**src/rtl/bcd_conv_scheduler.sv**
```systemverilog
// bcd_conv_scheduler: round-robin shared serial binary-to-BCD (double-dabble) engine
// Ports:
//   i_clk, i_rst_n     clock (rising edge), asynchronous active-low reset
//   i_req[NUM_CH]      level requests, held until o_ack
//   i_data             channel c sample at [c*WIDTH +: WIDTH]
//   o_ack[NUM_CH]      one-cycle pulse when channel c's sample is captured
//   o_bcd              channel c result at [c*DIGITS*4 +: DIGITS*4], digit 0 in LSBs
//   o_done[NUM_CH]     one-cycle pulse when slot c has just been written
//   o_valid[NUM_CH]    sticky: slot c holds at least one completed result
//   o_busy             engine converting or finishing
module bcd_conv_scheduler #(
  parameter int NUM_CH = 3,
  parameter int WIDTH  = 16,
  parameter int DIGITS = 5
) (
  input  logic                         i_clk,
  input  logic                         i_rst_n,
  input  logic [NUM_CH-1:0]            i_req,
  input  logic [NUM_CH*WIDTH-1:0]      i_data,
  output logic [NUM_CH-1:0]            o_ack,
  output logic [NUM_CH*DIGITS*4-1:0]   o_bcd,
  output logic [NUM_CH-1:0]            o_done,
  output logic [NUM_CH-1:0]            o_valid,
  output logic                         o_busy
);
  localparam int PW = $clog2(NUM_CH);
  localparam int CW = $clog2(WIDTH);
  localparam int AW = DIGITS * 4;

  typedef enum logic [1:0] {IDLE, SHIFT, DONE} state_t;

  state_t                   r_state, w_next;
  logic [PW-1:0]            r_ptr, r_grant, w_gnt;
  logic [WIDTH-1:0]         r_bin;
  logic [AW-1:0]            r_acc, w_adj, w_shift;
  logic [CW-1:0]            r_cnt;
  logic [NUM_CH-1:0]        r_ack, r_done, r_valid;
  logic [NUM_CH*AW-1:0]     r_bcd;
  logic                     r_busy, w_any, w_last, w_start;

  assign w_any   = |i_req;
  assign w_start = (r_state == IDLE) && w_any;
  assign w_last  = r_cnt == CW'(WIDTH - 1);

  // Scan downward so the nearest requester at or after the pointer wins.
  always_comb begin
    w_gnt = '0;
    for (int i = NUM_CH - 1; i >= 0; i--)
      if (i_req[PW'((int'(r_ptr) + i) % NUM_CH)]) w_gnt = PW'((int'(r_ptr) + i) % NUM_CH);
  end

  always_comb begin
    w_adj = r_acc;
    for (int d = 0; d < DIGITS; d++)
      w_adj[d*4 +: 4] = r_acc[d*4 +: 4] > 4'd4 ? r_acc[d*4 +: 4] + 4'd3 : r_acc[d*4 +: 4];
  end

  assign w_shift = {w_adj[AW-2:0], r_bin[WIDTH-1]};

  always_ff @(posedge i_clk or negedge i_rst_n)
    if (!i_rst_n) r_state <= IDLE;
    else          r_state <= w_next;

  always_comb begin
    w_next = r_state;
    if (w_start)                       w_next = SHIFT;
    if (r_state == SHIFT && w_last)    w_next = DONE;
    if (r_state == DONE)               w_next = IDLE;
  end

  // The final iteration writes its shifted result straight into the slot, so
  // o_done is visible during the DONE cycle and the next grant follows it.
  always_ff @(posedge i_clk or negedge i_rst_n)
    if (!i_rst_n) begin
      r_ptr   <= '0;
      r_grant <= '0;
      r_bin   <= '0;
      r_acc   <= '0;
      r_cnt   <= '0;
      r_ack   <= '0;
      r_done  <= '0;
      r_valid <= '0;
      r_bcd   <= '0;
      r_busy  <= 1'b0;
    end else begin
      r_ack  <= '0;
      r_done <= '0;
      r_busy <= w_next != IDLE;
      if (w_start) begin
        r_grant <= w_gnt;
        r_bin   <= i_data[int'(w_gnt)*WIDTH +: WIDTH];
        r_acc   <= '0;
        r_cnt   <= '0;
        r_ack   <= NUM_CH'(1) << w_gnt;
      end
      if (r_state == SHIFT) begin
        r_acc <= w_shift;
        r_bin <= r_bin << 1;
        r_cnt <= r_cnt + CW'(1);
        if (w_last) begin
          r_bcd[int'(r_grant)*AW +: AW] <= w_shift;
          r_done                        <= NUM_CH'(1) << r_grant;
          r_valid[r_grant]              <= 1'b1;
        end
      end
      if (r_state == DONE) r_ptr <= r_grant == PW'(NUM_CH - 1) ? '0 : r_grant + PW'(1);
    end

  assign o_ack   = r_ack;
  assign o_done  = r_done;
  assign o_valid = r_valid;
  assign o_bcd   = r_bcd;
  assign o_busy  = r_busy;
endmodule

```
**config.mk**
```make
export PLATFORM = sky130hd
export DESIGN_NAME = bcd_conv_scheduler
export DESIGN_NICKNAME = d
export VERILOG_FILES = /design/src/rtl/bcd_conv_scheduler.sv
export SDC_FILE = /design/constraint.sdc
export NUM_CORES = 1
export LEC_CHECK = 0
export ABC_AREA = 1
export ABC_CLOCK_PERIOD_IN_PS = 2700
export BUFFER_PORTS_ARGS = -buffer_cell sky130_fd_sc_hd__buf_2
export CORE_MARGIN = 2
export CORE_UTILIZATION = 50
export DETAILED_ROUTE_END_ITERATION = 7
export PLACE_DENSITY = 0.78
export SLEW_MARGIN = 0
export SYNTH_ARGS = -nofsm -noshare
export SYNTH_HDL_FRONTEND = slang
export SYNTH_SLANG_ARGS = --single-unit
```
**constraint.sdc**
```tcl
create_clock -name i_clk -period 2.7 [get_ports i_clk]
set_input_delay 0.675 -clock i_clk [delete_from_list [all_inputs] [get_ports i_clk]]
set_output_delay 0.675 -clock i_clk [all_outputs]
set_load 0.02 [all_outputs]
```
==> results.cfg, run 1 <==
[placed_design]
dp_hpwl_um = 14400
pre_cts_ws_ns = 0.360
place_area_um2 = 7700
gp_congestion = 1.03
io_buffers = 122

[timing]
rsz0062_at_grt = no
tns_ns = 0
fin_skew_ns = 0.00495
period_minus_slack_ns = 2.43
drv_slew = 0
finalHoldViolations = 0
setup_viol_count_final = 0
worstMarginPinSlew_ns = 0.932
slew_headroom_pct = 37.6
max_freq_mhz = 412
worst_slack_ns = 0.273
fin_crit_sh_pct = 89.9

[grt]
grt_pass1_wl_um = 32400
grt_antenna_before_repair = 0
globalRouteOverflowTotal = 0
track_usage_pct = 28.2
grt_max_degree = 65
grt_pass1_vias = 6640

[setup_path]
startpoint_type = flop
r2r_start = r_grant[1]
arrival_ns = 2.76
rrSetupSlack_ns = 0.27
cp_max_fo = 15
cp.required_ns = 3.04
critPathCaptureType = flop
r2r_end = o_bcd[19]
crit_type = flop to flop
ff2ff_path_depth = 7

[clocking]
cts_buffers = 17
cts_tree = built
cts_resized = 0
clockRootBuffer = clkbuf_16
hold_buffers = 0
clk_pin_slew_ns = 0.05
clock-sinks = 116
ctsLongestPathBuffers = 2
htree_levels = 4
post_cts_buffers = 0
worstSkewPairLatency_ns = 0.43

[drt]
remaining_drc_errors = 0
viasPerCell = 5.53
drt_iter0_markers = 998
first_pass_iters = 6
post_drt_wl_per_cell_um = 15.4
routed_wl_um = 20200
vias = 7239
antenna_left = 0

[layout]
layout_commonest_cell = nand2_1
syn2layout_area_growth_pct = 20.8
final_area_um2 = 8310
fill_cells = 1226
drive_gt1_share_pct = 18.0
finish.utilization_pct = 62.3
nNetsFinal = 1186
mostFrequentLayoutCells = nand2_1 (356), nand3_1 (140), buf_2 (121)
diodes = 0

[job]
maxCapViolations = 0

[floorplanning]
start_util_pct = 51.5
core_area_um2 = 13300
io_pins = 123
die_w_um = 121
num_rows = 42
die_y_um = 121
dieArea_um2 = 14700

[pwr]
powerDensity_nw_per_um2 = 1410
p_leak_nw = 4.71
ir_drop_mv = 0.680

[yosys]
ys_warn_count = 0
ys_seq_area_share_pct = 42.2
synth.distinct_cells = 34
syn_area_um2 = 6880
synth_top_flop_cell = dfrtp_1
synth_cells = 999
synthArstFlopShare_pct = 100
synth_edf_count = 0
avgSynthCellArea_um2 = 6.89
synth-seq-cells = 116
synth_fp_nets = 1066

[min_path]
min_path_type = primary input to async pin

[status]
status = finished, final reports clean
-- critical path, stage by stage, from the launching register on --
cell       delay [ns]
dfrtp_1          0.39
inv_1            0.15
ha_1             0.56
nand3_1          0.30
nor2_1           0.42
buf_4            0.22
a21oi_1          0.08
a2bb2oi_1        0.21
-- power breakdown --
group	total, mW	internal [mW]	switching (mW)
Clock	2.33	1.50	0.834
Sequential	2.72	2.36	0.355
Combinational	6.70	2.00	4.70
-- cell usage after synthesis (3+ instances only) --
| library cell | number | area [µm²] |
|---|---|---|
| buf_1 | 6 | 22.5 |
| clkbuf_1 | 21 | 78.8 |
| inv_2 | 9 | 33.8 |
| ha_1 | 14 | 175 |
| or2_2 | 11 | 68.8 |
| dfrtp_1 | 116 | 2900 |
| nand4_1 | 14 | 87.6 |
| a21boi_0 | 3 | 22.5 |
| a21oi_1 | 38 | 190 |
| nand3_1 | 140 | 701 |
| o211ai_1 | 4 | 30.0 |
| nand2_1 | 356 | 1340 |
| a2bb2oi_1 | 4 | 35.0 |
| inv_1 | 96 | 360 |
| buf_4 | 3 | 22.5 |
| nor3_1 | 5 | 25.0 |
| nor2_1 | 68 | 255 |
| o22ai_1 | 17 | 106 |
| buf_2 | 12 | 60.1 |
| nand2_2 | 4 | 25.0 |
| o21ai_0 | 42 | 210 |
-- worst max path at each step --
stage / start / end / slack (ns) / cells past startpoint
finish: r_grant[1] / o_bcd[19] / 0.27 / 7
global route: r_grant[1] / o_bcd[9] / 0.06 / 10
CTS: r_cnt[0] / o_bcd[49] / 0.32 / 7
detailed placement: r_grant[1] / o_bcd[4] / 0.36 / 8
global placement: r_cnt[0] / o_bcd[42] / 0.46 / 7
floorplan: r_grant[0] / o_bcd[12] / 0.49 / 11
-- flip-flops by register name, summed over array words and instances (netlist names) --
| signal | count |
|---|---|
| o_ack | 3 |
| o_bcd | 60 |
| o_busy | 1 |
| o_done | 3 |
| o_valid | 3 |
| r_acc | 20 |
| r_bin | 16 |
| r_cnt | 4 |
| r_grant | 2 |
| r_ptr | 2 |
| r_state | 2 |
-- kinds of logic after synthesis --
kind of cell               Yosys count  synth area share [%]
buffers and inverters              147                  8.40
adders and majority gates           14                  2.55
DFF                                116                  42.2
xor gates and xnor gates             1                 0.127
AOI/OAI and AO/OA                  115                  9.37
and+or+nand+nor                    606                  37.4
-- metal layers --
layer  vias up  GRT usage, %  share of wire (%)
met1      3300          37.6                 41
met5         -             0                  0
met2       399          44.3                 46
met4         0          12.9                3.9
li1       3463             -                  -
met3        77          5.87                8.9
-- area by class of cell --
cell class / instances / area, µm² / share of cell area (%)
clock buffer: 20 / 457 / 5.50
sequential: 116 / 2900 / 34.9
multi-input combinational: 736 / 3400 / 40.9
tap: 176 / 220 / 2.65
clock inverter: 12 / 154 / 1.85
inverter: 105 / 394 / 4.74
timing repair buffer: 143 / 783 / 9.42
-- metrics by stage --
step	hold WS [ns]	power, mW	std cells
finish	0.139	11.7	1308
global route	0.159	12.5	1308
CTS	0.141	11.6	1308
detailed placement	0.457	9.18	1276
global placement	0.448	9.10	1276
floorplan	0.379	7.24	999
Note: power is estimated with default switching activity, not from simulation.
==> inputs of run 2 (changes only) <==
Settings changed: CELL_PAD_IN_SITES_DETAIL_PLACEMENT set to 0, CELL_PAD_IN_SITES_GLOBAL_PLACEMENT set to 1, CORE_UTILIZATION 50 to 40, PLACE_DENSITY 0.78 to 0.85.
==> results.cfg, run 2 (synthesis gave the netlist of run 1 again) <==
[grt]
grt_pass1_vias = 6652
grt_pass1_wl_um = 34700
track_usage_pct = 24.3
globalRouteOverflowTotal = 0
grt_max_degree = 58
grt_antenna_before_repair = 0

[clocking]
clock-sinks = 116
ctsLongestPathBuffers = 2
clk_pin_slew_ns = 0.06
cts_resized = 0
worstSkewPairLatency_ns = 0.43
post_cts_buffers = 0
hold_buffers = 0
clockRootBuffer = clkbuf_16
cts_buffers = 17
cts_tree = built
htree_levels = 4

[setup_path]
crit_type = flop to flop
critical-path-top-delay-family = simple AND/OR/NAND/NOR gates
cp.required_ns = 3.06
critPathCaptureType = flop
worst_path_max_delay_cell = dfrtp_1
startpoint_type = flop
arrival_ns = 2.56
cp_max_fo = 7
critPathMaxStageDelay_ns = 0.40
path_cells = inv_1, ha_1, inv_1, nand2_1, nand2_1, nand2_1, o21ai_0, o21ai_0, nand3_1, nor2_1, nor2_1, nor2_1
worst-path-buf-inv = 2

[timing]
fin_crit_sh_pct = 81.5
period_minus_slack_ns = 2.20
tns_ns = 0
rsz0062_at_grt = no
max_freq_mhz = 454
hold_ws_ns = 0.169
setup_viol_count_final = 0
drv_slew = 0
fin_skew_ns = 0.00808
finalHoldViolations = 0
slew_headroom_pct = 56.1
worstMarginPinSlew_ns = 0.657

[layout]
mostFrequentLayoutCells = nand2_1 (356), nand3_1 (140), buf_2 (121)
layout_commonest_cell = nand2_1
drive_gt1_share_pct = 18.3
nNetsFinal = 1189
largest_register_ffs = 60
syn2layout_area_growth_pct = 21.4
diodes = 0

[pwr]
p_leak_nw = 4.69
clkPwrFrac_pct = 18.3
p_int_mw = 5.65
netSwitchingPower_mw = 5.95
switching_share_pct = 51.3
combPwrFrac_pct = 58.4
powerDensity_nw_per_um2 = 1390
ir_drop_mv = 0.668
sequentialPowerShare_pct = 23.3

[floorplanning]
core_area_um2 = 16700
num_rows = 47
die_y_um = 135
io_pins = 123
start_util_pct = 41.2
die_w_um = 135
dieArea_um2 = 18300

[min_path]
min_path_type = primary input to async pin

[placed_design]
gp_congestion = 0.969
io_buffers = 122
dp_hpwl_um = 15700

[drt]
first_pass_iters = 5
vias = 7008
post_drt_wl_per_cell_um = 15.8
routed_wl_um = 21400
drt_iter0_markers = 701
remaining_drc_errors = 0
antenna_left = 0
viasPerCell = 5.17

[status]
status = finished, final reports clean

[job]
maxCapViolations = 0
[run 2: per-stage QoR]
stage               power, mW  utilization, %  worst slack, ns  std cells  cell area (µm²)
floorplan                7.24               -            0.494        999             6880
global placement         9.34            46.6            0.508       1323             7790
detailed placement       9.38            46.6            0.497       1323             7790
CTS                      11.6            50.0            0.501       1355             8350
global route             12.5            50.0            0.250       1355             8350
finish                   11.6            50.0            0.500       1355             8350
[run 2: per-layer routing]
layer  vias up  share of wire [%]  GRT usage, %  wire (µm)
met4         0                2.7          9.03        575
met1      3259                 46          34.2       9930
met3        46                6.0          4.41       1290
met5         -                  0             0          0
li1       3473                  -             -          -
met2       230                 45          37.4       9650
[run 2: path summary, 6_finish.rpt]
path / slack (ns) / endpoint / from / cells past startpoint
max: 0.50 / o_bcd[10] / r_acc[0] / 12
min: 0.17 / o_bcd[37] / i_rst_n / 1
max reg2reg: 0.50 / o_bcd[10] / r_acc[0] / 12
min reg2reg: 0.46 / o_valid[0] / o_valid[0] / 1
max in group asynchronous: 1.75 / o_bcd[6] / i_rst_n / 2
min in group i_clk: 0.46 / o_valid[0] / o_valid[0] / 1
[run 2: area by class of cell]
class | count | area, µm²
Clock buffer | 17 | 425
Tap cell | 220 | 275
Fill cell | 1747 | 8350
Multi-Input combinational cell | 736 | 3400
Clock inverter | 15 | 135
Timing Repair Buffer | 146 | 818
Sequential cell | 116 | 2900
Inverter | 105 | 394
[run 2: power groups by stage]
stage               Sequential, mW  Clock [mW]  Combinational [mW]
floorplan                     3.02           0                4.22
global placement              2.72           0                6.63
detailed placement            2.73           0                6.65
CTS                           2.71        2.17                6.68
global route                  2.78        2.25                7.49
finish                        2.71        2.13                6.78
==> inputs of run 3 (changes only) <==
Settings changed: ABC_AREA 1 to 0, ABC_CLOCK_PERIOD_IN_PS 2700 to 2100, PLACE_DENSITY 0.85 to 0.81.
Clock period 2.7 ns to 2.1 ns, I/O delays scaled along.
==> results.cfg, run 3 <==
[yosys]
ys_warn_count = 0
syn_area_um2 = 6280
synth-seq-cells = 116
avgSynthCellArea_um2 = 9.48
synth_fp_nets = 729
ys_seq_area_share_pct = 46.2
synthArstFlopShare_pct = 100
synthTopCellsByCount = dfrtp_1 (116), nand2_1 (59), o21ai_0 (59)
synth_top_flop_cell = dfrtp_1
netlist_top_cells_area = dfrtp_1 (46%), mux2i_1 (6.2%), o21ai_0 (4.7%)
synth.distinct_cells = 60
yosysTopAreaCellShare_pct = 46.2
synth_cells = 662
synth_edf_count = 0
yosysTopAreaCell = dfrtp_1
synth_most_common_cell = dfrtp_1

[floorplanning]
dieArea_um2 = 16700
core_area_um2 = 15300
start_util_pct = 41.1
io_pins = 123
die_w_um = 129
die_y_um = 129
num_rows = 45

[clocking]
worstSkewPairLatency_ns = 0.43
clock-sinks = 116
clk_pin_slew_ns = 0.06
clockRootBuffer = clkbuf_16
cts_buffers = 17
htree_levels = 4
cts_tree = built
ctsLongestPathBuffers = 2

[setup_path]
arrival_ns = 2.38
path_cells = o21ai_0, mux2i_2, nand2_1, o21ai_0, o32ai_1, a221o_1
startpoint_type = flop
r2r_end = o_bcd[32]
cp.required_ns = 2.41
ff2ff_path_depth = 6
worst-path-buf-inv = 0
worst-path-stages = 6
worst_path_max_delay_cell = dfrtp_2
startpoint = r_acc[1]
crit_type = flop to flop
r2r_start = r_acc[1]
cp_max_fo = 5
critPathMaxStageDelay_ns = 0.44
critPathCaptureType = flop
rrSetupSlack_ns = 0.03
critical-path-top-delay-family = compound AO/OA/AOI/OAI gates
crit_path_end = o_bcd[32]
path_common_cell = o21ai_0

[pwr]
ir_drop_mv = 0.927
p_leak_nw = 4.28
powerDensity_nw_per_um2 = 1860
finalPower_mw = 17.0

[timing]
drv_slew = 0
finalHoldViolations = 0
worstMarginPinSlew_ns = 0.557
slew_headroom_pct = 62.5
fin_crit_sh_pct = 98.8
period_minus_slack_ns = 2.07
setup_viol_count_final = 0
max_freq_mhz = 482
rsz0062_at_grt = yes
fin_skew_ns = 0.00920

[layout]
syn2layout_area_growth_pct = 45.9
diodes = 0
drive_gt1_share_pct = 42.8
final_area_um2 = 9160
layout_commonest_cell = buf_4
nNetsFinal = 958
largest_register_ffs = 60
mostFrequentLayoutCells = buf_4 (126), buf_2 (121), dfrtp_1 (115)

[job]
maxCapViolations = 0

[grt]
globalRouteOverflowTotal = 0
track_usage_pct = 27.3
grt_pass1_wl_um = 34700
grt_max_degree = 51
grt_antenna_before_repair = 0
grt_pass1_vias = 6300

[drt]
post_drt_wl_per_cell_um = 20.3
remaining_drc_errors = 0
drt_iter0_markers = 504
vias = 6358
routed_wl_um = 22600
antenna_left = 0
first_pass_iters = 5
viasPerCell = 5.70

[placed_design]
gp_congestion = 0.929
place_area_um2 = 8030
io_buffers = 122
dp_hpwl_um = 16600

[min_path]
min_path_type = primary input to async pin

[status]
status = finished, final reports clean
-- run 3: cell types whose count changed after synthesis, moves of 9 or more --
cell,previous run,this run
o21ai_1,1,14
nand3_1,140,26
nand4_1,14,3
mux2i_1,0,39
mux2_2,0,9
nand2_1,356,59
nor3_1,5,15
o21ai_0,42,59
a21oi_1,38,21
o221ai_1,0,9
inv_1,96,21
nor2_1,68,50
a221oi_1,0,20
-- run 3: worst min-delay path by stage --
stage / from / end / slack (ns) / cells after the start
finish: i_rst_n / o_bcd[52] / 0.06 / 1
CTS: i_rst_n / o_bcd[59] / 0.08 / 1
global route: i_rst_n / o_valid[0] / 0.10 / 1
global placement: o_valid[2] / o_valid[2] / 0.45 / 1
detailed placement: o_valid[0] / o_valid[0] / 0.45 / 1
floorplan: i_rst_n / o_ack[0] / 0.23 / 0
-- run 3: repair_timing --
action,in CTS,in global routing
setup buffers,2,12
resized for setup,27,76
endpoints found under the setup margin,26,58
pin swaps,3,14
hold buffers,0,0
endpoints found under the hold margin,0,0
-- run 3: layout make-up --
| cell class | count | area (µm²) |
|---|---|---|
| multi-input cells | 478 | 3600 |
| clock inverters | 14 | 153 |
| repair buffers | 256 | 1710 |
| inverters | 22 | 85.1 |
| well taps | 211 | 264 |
| flip-flops and latches | 116 | 2900 |
| clock buffers | 18 | 439 |
| fillers | 1296 | 6100 |
-- run 3: cells by family after synthesis --
family | synth area share [%]
xor gates and xnor gates | 0.937
and+or+nand+nor | 15.2
muxes | 7.83
buffers and inverters | 4.52
adders and majority gates | 2.79
AOI/OAI and AO/OA | 22.5
DFF | 46.2
-- run 3: metal layers --
layer  vias up  wire length [µm]  GRT usage [%]
met2       250             11100           44.6
li1       2927                 -              -
met3        39              1290           4.79
met1      3142              9690           36.6
met5         -                 0              0
met4         0               540           9.85
-- run 3: metrics by stage --
step | utilization [%] | TNS [ns] | instances | setup WS (ns) | hold WS (ns)
after floorplan | - | 0 | 662 | 0.0285 | 0.229
after global placement | 52.6 | -0.782 | 1071 | -0.162 | 0.446
after detailed placement | 52.6 | -1.32 | 1071 | -0.219 | 0.453
after CTS | 57.4 | -0.00700 | 1104 | -0.00529 | 0.0772
after global routing | 60.0 | -0.206 | 1115 | -0.0338 | 0.101
final | 60.0 | 0 | 1115 | 0.0257 | 0.0611
-- run 3: report_power, final --
part	total (mW)	leakage, nW	switching [mW]	internal (mW)
sequential	3.39	1.52	0.522	2.87
clock	2.94	0.279	1.16	1.79
combinational	10.7	2.48	5.89	4.80
total	17.0	4.28	7.57	9.46
